## src/rtl/alu_ctrl_seq.sv

```systemverilog
// Registered ALU control sequencer: applies MOV/INC/DEC/address-mode overrides and repeats the code N cycles.
// First ctrl_valid one cycle after accept; a new request is taken only in IDLE or on the final step, with no bubble between them.
module alu_ctrl_seq #(
  parameter int                CTRL_W    = 8,
  parameter int                CNT_W     = 4,
  parameter logic [CTRL_W-1:0] MOV_CODE  = 8'h00,
  parameter logic [CTRL_W-1:0] INC_CODE  = 8'h01,
  parameter logic [CTRL_W-1:0] DEC_CODE  = 8'h02,
  parameter logic [CTRL_W-1:0] ADDR_MASK = 8'h80
) (
  input  logic              clk,
  input  logic              rst_n,
  input  logic              req_valid,
  output logic              req_ready,
  input  logic [CTRL_W-1:0] ctrl_in,
  input  logic              INTERNAL_MOV,
  input  logic              ADDRESS_MODE,
  input  logic              INTERNAL_INC_DEC,
  input  logic              INTERNAL_DEC,
  input  logic [CNT_W-1:0]  rep_cnt,
  input  logic              abort,
  output logic [CTRL_W-1:0] ctrl_out,
  output logic              ctrl_valid,
  output logic              busy,
  output logic              done
);

  typedef enum logic {IDLE, RUN} state_t;

  state_t            state_q, state_d;
  logic [CNT_W-1:0]  remaining_q, remaining_d;
  logic [CTRL_W-1:0] code_q, code_d;

  logic [CTRL_W-1:0] sel_code;
  logic [CNT_W-1:0]  sel_n;
  logic              run;
  logic              last;
  logic              accept;

  // INC/DEC outranks MOV; the address modifier applies to whichever code won.
  always_comb begin
    sel_code = ctrl_in;
    sel_n    = CNT_W'(1);
    if (!INTERNAL_INC_DEC) begin
      sel_code = INTERNAL_DEC ? INC_CODE : DEC_CODE;
      sel_n    = (rep_cnt == '0) ? CNT_W'(1) : rep_cnt;
    end else if (!INTERNAL_MOV) begin
      sel_code = MOV_CODE;
    end
    if (!ADDRESS_MODE) begin
      sel_code = sel_code | ADDR_MASK;
    end
  end

  assign run        = (state_q == RUN);
  assign last       = (remaining_q == CNT_W'(1));
  assign req_ready  = rst_n && (!run || (last && !abort));
  assign accept     = req_valid && req_ready;
  assign ctrl_valid = run;
  assign busy       = run;
  assign done       = run && last && !abort;
  assign ctrl_out   = run ? code_q : '0;

  always_comb begin
    state_d     = state_q;
    remaining_d = remaining_q;
    code_d      = code_q;
    if (run && abort) begin
      state_d     = IDLE;
      remaining_d = '0;
    end else if (accept) begin
      state_d     = RUN;
      remaining_d = sel_n;
      code_d      = sel_code;
    end else if (run && last) begin
      state_d     = IDLE;
      remaining_d = '0;
    end else if (run) begin
      remaining_d = remaining_q - CNT_W'(1);
    end
  end

  always_ff @(posedge clk or negedge rst_n) begin
    if (!rst_n) begin
      state_q     <= IDLE;
      remaining_q <= '0;
      code_q      <= '0;
    end else begin
      state_q     <= state_d;
      remaining_q <= remaining_d;
      code_q      <= code_d;
    end
  end

endmodule

```

## config.mk

```make
export PLATFORM = sky130hd
export DESIGN_NAME = alu_ctrl_seq
export DESIGN_NICKNAME = d
export VERILOG_FILES = /design/src/rtl/alu_ctrl_seq.sv
export SDC_FILE = /design/constraint.sdc
export NUM_CORES = 1
export LEC_CHECK = 0
export BUFFER_PORTS_ARGS = -buffer_cell sky130_fd_sc_hd__buf_2
export CAP_MARGIN = 0
export CORE_MARGIN = 5
export CORE_UTILIZATION = 42
export CTS_CLUSTER_SIZE = 10
export DETAILED_ROUTE_END_ITERATION = 8
export GPL_ROUTABILITY_DRIVEN = 0
export PLACE_DENSITY = 0.77
export REMOVE_ABC_BUFFERS = 1
export SLEW_MARGIN = 20
export SYNTH_ARGS = -nofsm -noshare
export SYNTH_HDL_FRONTEND = slang
export SYNTH_SLANG_ARGS = --single-unit
```

## constraint.sdc

```tcl
create_clock -name clk -period 2 [get_ports clk]
set_input_delay 0.6 -clock clk [delete_from_list [all_inputs] [get_ports clk]]
set_output_delay 0.6 -clock clk [all_outputs]
set_load 0.1 [all_outputs]
```

# Word-level counts from Yosys, hierarchy flattened
# Index checks and enable logic that the tools add are counted.
# Widths: inputs -> output; s select.
[word_totals] register_bits=13 inputBits=20 out_inout_bits=12 wordCells=33
[classes] n_addsub=1 n_eq_ne=1 n_mux=14 bitwise=1 n_reduce_logical=13
[op_table] operator="$mux 8" count=4
[op_table] operator="$mux 4" count=6
[op_table] operator="$logic_and 1x1->1" count=6
[op_table] operator="$eq 4x1->1 const B" count=1
[op_table] operator="$logic_not 4->1" count=1
[op_table] operator="$reduce_bool 4->1" count=1
[op_table] operator="$sub 4x1->4 const B" count=1
[op_table] operator="$mux 1" count=3
[op_table] operator="$reduce_bool 3->1" count=1
[op_table] operator="$logic_not 1->1" count=2
[op_table] operator="$mux 2" count=1
[op_table] operator="$reduce_and 2->1" count=1
[op_table] operator="$logic_or 1x1->1" count=1
[op_table] operator="$not 1->1" count=1

# Depth between registers and ports, before layout
# Gate-level depths: netlist of run 1.
[logic_depth] depth_word=7 ltp_mapped=5 depth_no_buf=5

# Worst setup path after synthesis of run 1
# Ideal clock, no wire load.
[synth_path] kind="input port to output port" start="input port abort" end="output port req_ready" t_arrival_ns=3.341 required_ns=1.400 path_slack_ns=-1.941 path_stages=2 n_path_buf=0 path_cell_list="or4b_4 a21boi_0"
[synth_between] elab_chain_cells=4
[synth_rtl] item="start, declared" line_no="21" source="input logic abort,"
[synth_rtl] item="$logic_not 1->1" line_no="57" source="assign req_ready = rst_n && (!run || (last && !abort));"
[synth_rtl] item="$logic_and 1x1->1" line_no="57"
[synth_rtl] item="$logic_or 1x1->1" line_no="57"
[synth_rtl] item="$logic_and 1x1->1" line_no="57"
[synth_rtl] item="end, declared" line_no="14" source="output logic req_ready,"
# No other way between the ends.

# Final worst setup path of run 1
[layout_path] start="register remaining_q[1]" end="output port req_ready"
[layout_between] elab_chain_cells=4
[layout_rtl] item="start, declared" line_no="31" source="logic [CNT_W-1:0] remaining_q, remaining_d;"
[layout_rtl] item="start signal, assigned" line_no="90" source="remaining_q <= remaining_d;"
[layout_rtl] item="$eq 4x1->1" line_no="56" source="assign last = (remaining_q == CNT_W'(1));"
[layout_rtl] item="$logic_and 1x1->1" line_no="57"
[layout_rtl] item="$logic_or 1x1->1" line_no="57"
[layout_rtl] item="$logic_and 1x1->1" line_no="57"
# No other way between the ends.

==> impl_metrics.env, run 1 <==
export IMPL_outcome="complete, but fails checks"
export IMPL_violations="setup timing"
export IMPL_yosysTopAreaCellShare_pct=41.3
export IMPL_synthArstFlopShare_pct=100
export IMPL_fillCellCount=117
export IMPL_finalNonFillerCells=149
export IMPL_layout_drive_gt1_share_pct=57.3
export IMPL_clock_path_buffers=2
export IMPL_core_area_um2=1750
export IMPL_synth_edf_count=0
export IMPL_place_inst=140
export IMPL_yosysWarnings=0
export IMPL_numCtsBuffers=3
export IMPL_clock_sink_count=13
export IMPL_rsz0062_at_grt="true"
export IMPL_power_density_nw_per_um2=1210
export IMPL_synth_seq_area_share_pct=41.3
export IMPL_die_area_um2=2840
export IMPL_grt_max_degree=13
export IMPL_timing_setup_critical_path_class="register to output port"
export IMPL_busiest_layer="met2"
export IMPL_period_needed_ns=2.34
export IMPL_r2r_slack_ns=-0.07
export IMPL_dr_total_vias=797
export IMPL_fp_row_count=15
export IMPL_drv_slew=0
export IMPL_finalHoldViolCount=0
export IMPL_synth_flop_cell="dfrtp_1"
export IMPL_cellLeakagePower_nw=0.640
export IMPL_grt_pass1_wl_um=3420
export IMPL_clk_latency_ns=0.28
export IMPL_max_freq_mhz=427
export IMPL_synth_cells=75
export IMPL_viasPerCell=5.35
export IMPL_drt_total_wl_um=2300
export IMPL_r2r_start="remaining_q[1]"
export IMPL_wl_per_cell_um=15.4
export IMPL_die_h_um=53.3
export IMPL_fin_skew_ns=0.00375
export IMPL_cp_end_kind="output port"
export IMPL_cap_violations=0
export IMPL_syn_area_per_cell_um2=10.5
export IMPL_layout_setup_ws_ns=-0.344
export IMPL_ir_drop_mv=0.775
export IMPL_design_area_um2=1350
export IMPL_die_w_um=53.3
export IMPL_grt_usage_pct=17.1
export IMPL_hp_class="primary input to asynchronous set/reset pin"
export IMPL_setup_viol=10
export IMPL_clk_pin_slew_worst_paths_ns=0.08
export IMPL_diodes=0
export IMPL_portBuffers=31
export IMPL_yosysUniqueCellTypes=30
export IMPL_ys_seq_elements=13
export IMPL_drtPass1Iterations=4
export IMPL_layout_nets=147
export IMPL_cts_htree_levels=1
export IMPL_grtUsageMet3_pct=1.97
export IMPL_pin_count=32
export IMPL_drt_iter0_markers=11
export IMPL_timing_hold_ws_ns=0.246
export IMPL_met1_usage_pct=18.5
export IMPL_area_growth_pct=71.7
export IMPL_critPathArrivalTime_ns=1.74
export IMPL_relSlewSlack_pct=67.3
export IMPL_drc=0
export IMPL_dpl_cell_area_um2=1230
export IMPL_tritoncts="done"
export IMPL_initial_core_util_pct=45.1
export IMPL_required_ns=1.40
export IMPL_finalCritPeriodShare_pct=117
export IMPL_overflow=0
export IMPL_cp_startpoint="remaining_q[1]"
export IMPL_syn_area_um2=787
export IMPL_antenna_left=0
export IMPL_pre_cts_slack_ns=-0.275
export IMPL_setup_tns_ns=-1.08
export IMPL_grt_pass1_vias=781
export IMPL_synth_area_leader_cell="dfrtp_1"
export IMPL_grt_use_met2_pct=30.6
export IMPL_root_buffer="clkbuf_4"
export IMPL_antenna_found_initial=0
export IMPL_dpl_hpwl_um=1750
export IMPL_ys_top_cells_by_area="dfrtp_1 (41%), mux2_2 (11%), and2_1 (6.4%)"
export IMPL_cp_start_kind="register"
export IMPL_critPathMaxFanout=2
export IMPL_worst_slew_pin_slew_ns=0.490
-- registers in the layout, indices dropped and copies added (netlist names) --
name and count:
remaining_q 4, code_q 8, busy 1
-- cell type report --
cell class	instances	area [um2]	area share, %
Clock buffer	4	26.3	1.94
Inverter	4	15.0	1.11
Multi-Input combinational cell	55	473	35.0
Sequential cell	13	327	24.2
Tap cell	25	31.3	2.31
Timing Repair Buffer	48	479	35.5
-- per-stage QoR --
stage	util, %	total power [mW]
CTS	74.1	1.56
floorplan	-	0.943
finish	77.4	1.63
global placement	70.4	1.30
global route	77.4	1.72
detailed placement	70.4	1.33
-- power by group --
part	leakage, nW	switching (mW)	internal, mW
Combinational	0.459	0.566	0.492
Sequential	0.167	0.0657	0.345
Clock	0.0150	0.0891	0.0775
Total	0.640	0.721	0.914
-- cell usage after synthesis (2+ instances only) --
cell,n
a221o_1,2
and2_1,8
ha_1,2
nor3_1,3
nand2_1,2
o21ai_0,4
and3_1,5
mux2_2,8
dfrtp_1,13
inv_1,4
nor3b_1,2
clkbuf_1,2
nand3_1,3
-- cell families (layout without fill, tap and decap cells) --
| kind of cell | after synthesis | count (layout) | synth area share (%) |
|---|---|---|---|
| AO/OA/AOI/OAI | 16 | 16 | 16.9 |
| adder cells (fa/ha/maj) | 2 | 2 | 3.18 |
| buffers and inverters | 7 | 56 | 3.82 |
| flip-flops | 13 | 13 | 41.3 |
| multiplexers | 8 | 8 | 11.4 |
| AND/OR/NAND/NOR | 29 | 29 | 23.4 |
-- path summary, 6_finish.rpt --
check,cells past startpoint,to
worst max-delay path,5,req_ready
worst min-delay path,2,code_q[3]
worst max register to register,8,code_q[2]
worst min register to register,1,code_q[5]
max in group asynchronous,2,busy
min in group clk,1,code_q[5]
-- cell usage in the layout (no fill, tap or decap), drive strengths merged --
master / netlist / layout
buf: 1 / 48
dfrtp: 13 / 13
and2: 8 / 8
mux2: 8 / 8
and3: 5 / 5
o21ai: 4 / 4
inv: 4 / 4
clkbuf: 2 / 4
nor3: 3 / 3
nand3: 3 / 3
a221o: 3 / 3
nand2: 2 / 2
nor3b: 2 / 2
a211oi: 2 / 2
a21oi: 2 / 2
ha: 2 / 2
or4b: 1 / 1
a21boi: 1 / 1
or3b: 1 / 1
nand2b: 1 / 1
nor2: 1 / 1
a21o: 1 / 1
o31ai: 1 / 1
or4: 1 / 1
a32oi: 1 / 1
o21bai: 1 / 1
nor4b: 1 / 1
-- critical path, stage by stage, from the launching register on --
cell and delay (ns):
dfrtp_1 0.40, inv_2 0.08, ha_4 0.12, or4b_4 0.48, a21boi_4 0.19, buf_12 0.19
-- metal layers --
layer / wire [um] / share of wire [%]
met5: 0 / 0
met2: 1160 / 50
met1: 923 / 40
met4: 46 / 2.0
met3: 173 / 7.5
-- repair_timing --
| action | in CTS | in global routing |
|---|---|---|
| endpoints found under the setup margin | 10 | 12 |
| gates resized for setup | 7 | 6 |
| hold buffers | 0 | 0 |
| buffers inserted | 2 | 4 |
| pin swaps | 2 | 2 |
No activity file was read; power rests on OpenSTA's default activity.
==> run 2: changes to the inputs <==
CORE_UTILIZATION = 46   (was 42)
PLACE_DENSITY = 0.8   (was 0.77)
clock period = 2.6 ns   (was 2 ns; I/O delays follow)
==> run 2 against run 1 <==
Effect of this change: the run still ends with setup timing left; hold slack better by 0.20 ns; total power is 37% lower; core utilization is 13 points lower; final cell count is 12% lower; sequential power is 18% lower; sequential share of layout area is 6.1 points higher; worst setup slack better by 0.33 ns; clock power is 28% lower.
==> impl_metrics.env, run 2 (synthesis gave the netlist of run 1 again) <==
export IMPL_outcome="complete, but fails checks"
export IMPL_violations="setup timing"
export IMPL_relSlewSlack_pct=63.7
export IMPL_cap_violations=0
export IMPL_finalCritPeriodShare_pct=100
export IMPL_portBuffers=31
export IMPL_pin_count=32
export IMPL_dpl_cell_area_um2=1010
export IMPL_tritoncts="done"
export IMPL_clk_pin_slew_worst_paths_ns=0.08
export IMPL_grt_use_met2_pct=25.8
export IMPL_multiInputGateArea_um2=450
export IMPL_diodes=0
export IMPL_max_freq_mhz=383
export IMPL_core_area_um2=1670
export IMPL_antenna_left=0
export IMPL_timing_setup_critical_path_class="primary input to output port"
export IMPL_clock_sink_count=13
export IMPL_die_h_um=51.4
export IMPL_ir_drop_mv=0.454
export IMPL_cts_htree_levels=1
export IMPL_setup_tns_ns=-0.0104
export IMPL_clk_latency_ns=0.27
export IMPL_hp_class="primary input to asynchronous set/reset pin"
export IMPL_numCtsBuffers=3
export IMPL_fp_row_count=15
export IMPL_area_growth_pct=36.7
export IMPL_finalHoldViolCount=0
export IMPL_grt_pass1_wl_um=2960
export IMPL_drc=0
export IMPL_critPathArrivalTime_ns=1.83
export IMPL_layout_drive_gt1_share_pct=52.6
export IMPL_cp_start_kind="primary input"
export IMPL_pre_cts_slack_ns=-0.0339
export IMPL_busiest_layer="met2"
export IMPL_root_buffer="clkbuf_4"
export IMPL_drt_iter0_markers=14
export IMPL_p_total_mw=1.03
export IMPL_die_w_um=51.4
export IMPL_final_util_pct=64.4
export IMPL_layout_nets=137
export IMPL_largest_register="code_q"
export IMPL_cellLeakagePower_nw=0.544
export IMPL_place_inst=124
export IMPL_wl_per_cell_um=14.2
export IMPL_rsz0062_at_grt="true"
export IMPL_dr_total_vias=708
export IMPL_timing_hold_ws_ns=0.450
export IMPL_met1_usage_pct=17.6
export IMPL_largest_reg_flops=8
export IMPL_design_area_um2=1080
export IMPL_seqCellArea_um2=325
export IMPL_power_density_nw_per_um2=956
export IMPL_dpl_hpwl_um=1360
export IMPL_die_area_um2=2640
export IMPL_r2r_slack_ns=0.56
export IMPL_worst_slew_pin_slew_ns=0.543
export IMPL_finalNonFillerCells=131
export IMPL_drtPass1Iterations=4
export IMPL_required_ns=1.82
export IMPL_grt_pass1_vias=692
export IMPL_overflow=0
export IMPL_setup_viol=1
export IMPL_grtUsageMet3_pct=3.21
export IMPL_fin_skew_ns=0.00263
export IMPL_critPathMaxFanout=2
export IMPL_grt_usage_pct=15.0
export IMPL_antenna_found_initial=0
export IMPL_drt_total_wl_um=1860
export IMPL_final_cell_mix="buf_2 (29), dfrtp_1 (13), and2_1 (8), mux2_2 (8), buf_4 (7)"
export IMPL_fillCellCount=149
export IMPL_initial_core_util_pct=47.1
export IMPL_viasPerCell=5.40
export IMPL_grt_max_degree=19
export IMPL_mostFrequentLayoutCell="buf_2"
export IMPL_cp_end_kind="output port"
export IMPL_clock_path_buffers=2
export IMPL_period_needed_ns=2.61
export IMPL_drv_slew=0
export IMPL_layout_setup_ws_ns=-0.0104
export IMPL_holdBufCountCts=0
-- run 2: cell types whose count changed in the layout (fill, tap and decap cells not counted), sizes merged --
cell and delta:
buf -10
-- run 2: where the power goes --
group / switching [mW] / internal [mW]
logic: 0.361 / 0.212
clock network: 0.0612 / 0.0594
registers: 0.0718 / 0.264
total: 0.494 / 0.535
-- run 2: timing repair --
item                                    CTS  global route
endpoints found under the setup margin    2             2
gates cloned                              0             0
resized for setup                         3             3
pin swaps                                 1             1
setup buffers                             2             1
-- run 2: path summary, 6_finish.rpt --
check | to | from | cells past startpoint
max in group asynchronous | code_q[0] | rst_n | 2
hold / removal | code_q[3] | rst_n | 2
hold reg to reg | code_q[7] | code_q[7] | 1
min in group clk | code_q[7] | code_q[7] | 1
setup / recovery | req_ready | abort | 5
setup reg to reg | code_q[0] | remaining_q[1] | 6
-- run 2: per-layer routing --
layer,part of all wire [%],up-vias,wire length [um]
li1,-,353,-
met1,45,325,836
met2,47,30,874
met3,8.0,0,149
met4,0,0,0
met5,0,-,0
-- run 2: layout make-up --
type | count | share of cell area, %
Clock buffer | 4 | 2.44
Inverter | 4 | 1.40
Multi-Input combinational cell | 55 | 41.9
Sequential cell | 13 | 30.2
Tap cell | 17 | 1.98
Timing Repair Buffer | 38 | 22.1
-- run 2: worst max-delay path: stages --
cell	delay, ns
buf_2	0.11
or4b_4	0.49
a21boi_2	0.15
buf_4	0.13
buf_12	0.16
==> run 3: changes to the inputs <==
CELL_PAD_IN_SITES_DETAIL_PLACEMENT = 0   (was not set)
CELL_PAD_IN_SITES_GLOBAL_PLACEMENT = 2   (was not set)
CORE_UTILIZATION = 25   (was 46)
PLACE_DENSITY = 0.74   (was 0.8)
==> run 3 against run 2 <==
Effect of this change: the run now ends clean; largest cell class unchanged; clock-buffer cell count did not move; worst setup slack better by 0.064 ns; final cell count rose by 20%; combinational power down 1%; sequential cell count is the same; clock skew rose by 0.0024 ns; clock power barely moved; register-to-register slack worse by 0.03 ns; final area is 3.6% higher; first-iteration DRC count down 43%; fmax rose by 2.5%.
==> impl_metrics.env, run 3 (synthesis gave the netlist of run 1 again) <==
export IMPL_numCtsBuffers=3
export IMPL_tritoncts="done"
export IMPL_dr_total_vias=712
export IMPL_cap_violations=0
export IMPL_critPathArrivalTime_ns=1.77
export IMPL_cts_htree_levels=1
export IMPL_wl_per_cell_um=13.0
export IMPL_antenna_left=0
export IMPL_power_density_nw_per_um2=926
export IMPL_max_freq_mhz=393
export IMPL_required_ns=1.82
export IMPL_fin_skew_ns=0.00503
export IMPL_layout_setup_ws_ns=0.0540
export IMPL_dpl_hpwl_um=1580
export IMPL_die_w_um=66.1
export IMPL_grt_pass1_vias=694
export IMPL_r2r_slack_ns=0.53
export IMPL_relSlewSlack_pct=57.9
export IMPL_cp_end_kind="output port"
export IMPL_design_area_um2=1110
export IMPL_area_growth_pct=41.7
export IMPL_rsz0062_at_grt="false"
export IMPL_cp_slowest_cell="or4b_4"
export IMPL_layout_drive_gt1_share_pct=52.2
export IMPL_dpl_cell_area_um2=1060
export IMPL_r2r_cells=6
export IMPL_ir_drop_mv=0.280
export IMPL_overflow=0
export IMPL_grt_max_degree=19
export IMPL_period_needed_ns=2.55
export IMPL_cp_start_kind="primary input"
export IMPL_finalHoldViolCount=0
export IMPL_drt_iter0_markers=8
export IMPL_critPathMaxFanout=2
export IMPL_setup_tns_ns=0
export IMPL_grt_usage_pct=9.67
export IMPL_diodes=0
export IMPL_crit_end="req_ready"
export IMPL_root_buffer="clkbuf_4"
export IMPL_r2r_start="remaining_q[1]"
export IMPL_r2r_end="code_q[3]"
export IMPL_cp_startpoint="abort"
export IMPL_mostFrequentLayoutCell="buf_2"
export IMPL_initial_core_util_pct=26.0
export IMPL_p_total_mw=1.03
export IMPL_holdBufCountCts=0
export IMPL_setup_viol=0
export IMPL_finalCritPeriodShare_pct=97.9
export IMPL_grt_pass1_wl_um=3220
export IMPL_core_area_um2=3030
export IMPL_viasPerCell=4.54
export IMPL_crit_buf_inv=2
export IMPL_final_cell_mix="buf_2 (29), dfrtp_1 (13), and2_1 (8), mux2_2 (8), buf_4 (6)"
export IMPL_drt_total_wl_um=2040
export IMPL_crit_path_max_incr_delay_ns=0.50
export IMPL_drv_slew=0
export IMPL_clk_latency_ns=0.27
export IMPL_path_depth=4
export IMPL_die_area_um2=4370
export IMPL_portBuffers=31
export IMPL_cellLeakagePower_nw=0.544
export IMPL_fp_row_count=20
export IMPL_clock_path_buffers=2
export IMPL_pin_count=32
export IMPL_drtPass1Iterations=4
export IMPL_worst_slew_pin_slew_ns=0.631
export IMPL_layout_nets=136
export IMPL_die_h_um=66.1
export IMPL_outcome="complete, no violations"
export IMPL_fillCellCount=319
export IMPL_timing_hold_ws_ns=0.462
export IMPL_clk_pin_slew_worst_paths_ns=0.08
export IMPL_path_cells="buf_2, or4b_4, a21boi_4, buf_12"
export IMPL_timing_setup_critical_path_class="primary input to output port"
export IMPL_antenna_found_initial=0
export IMPL_clock_sink_count=13
export IMPL_drc=0
export IMPL_cpLargestDelayFamily="simple AND/OR/NAND/NOR gates"
export IMPL_hp_class="primary input to asynchronous set/reset pin"
export IMPL_largest_reg_flops=8
export IMPL_pre_cts_slack_ns=-0.0578
export IMPL_largest_register="code_q"
run 3: layer usage:
metal,GRT usage [%],vias up,routed length [um]
met1,12.7,327,975
met5,0,-,0
li1,-,357,-
met3,2.89,2,195
met2,14.4,26,853
met4,4.57,0,11
run 3: cell type report:
type | instances | area [um2] | share of cell area [%]
inverters | 4 | 15.0 | 1.35
well taps | 44 | 55.1 | 4.94
clock buffers | 4 | 26.3 | 2.36
multi-input cells | 55 | 463 | 41.5
flip-flops and latches | 13 | 325 | 29.2
repair buffers | 37 | 230 | 20.7
run 3: where the power goes:
group	leakage [nW]	switching, mW	internal, mW
Combinational	0.361	0.360	0.207
Clock	0.0150	0.0618	0.0594
Sequential	0.168	0.0806	0.264
Total	0.544	0.503	0.530
run 3: worst min path at each step:
stage                endpoint  slack [ns]  depth (start not counted)
2_1_floorplan       code_q[0]        0.47                          1
3_3_place_gp        code_q[3]        0.48                          1
3_5_place_dp        code_q[5]        0.49                          1
4_1_cts        remaining_q[0]        0.46                          2
5_1_grt        remaining_q[0]        0.47                          2
6_report       remaining_q[0]        0.46                          2
run 3: what timing repair did:
item | 4_1_cts | 5_1_grt
gates resized for setup | 4 | 4
buffers inserted | 1 | 0
pin swaps | 1 | 1
setup endpoints to repair | 2 | 2
run 3: per-stage QoR:
step | utilization, % | instances
CTS | 36.0 | 157
global route | 36.8 | 157
detailed placement | 34.9 | 153
finish | 36.8 | 157
floorplan | - | 72
global placement | 34.9 | 153
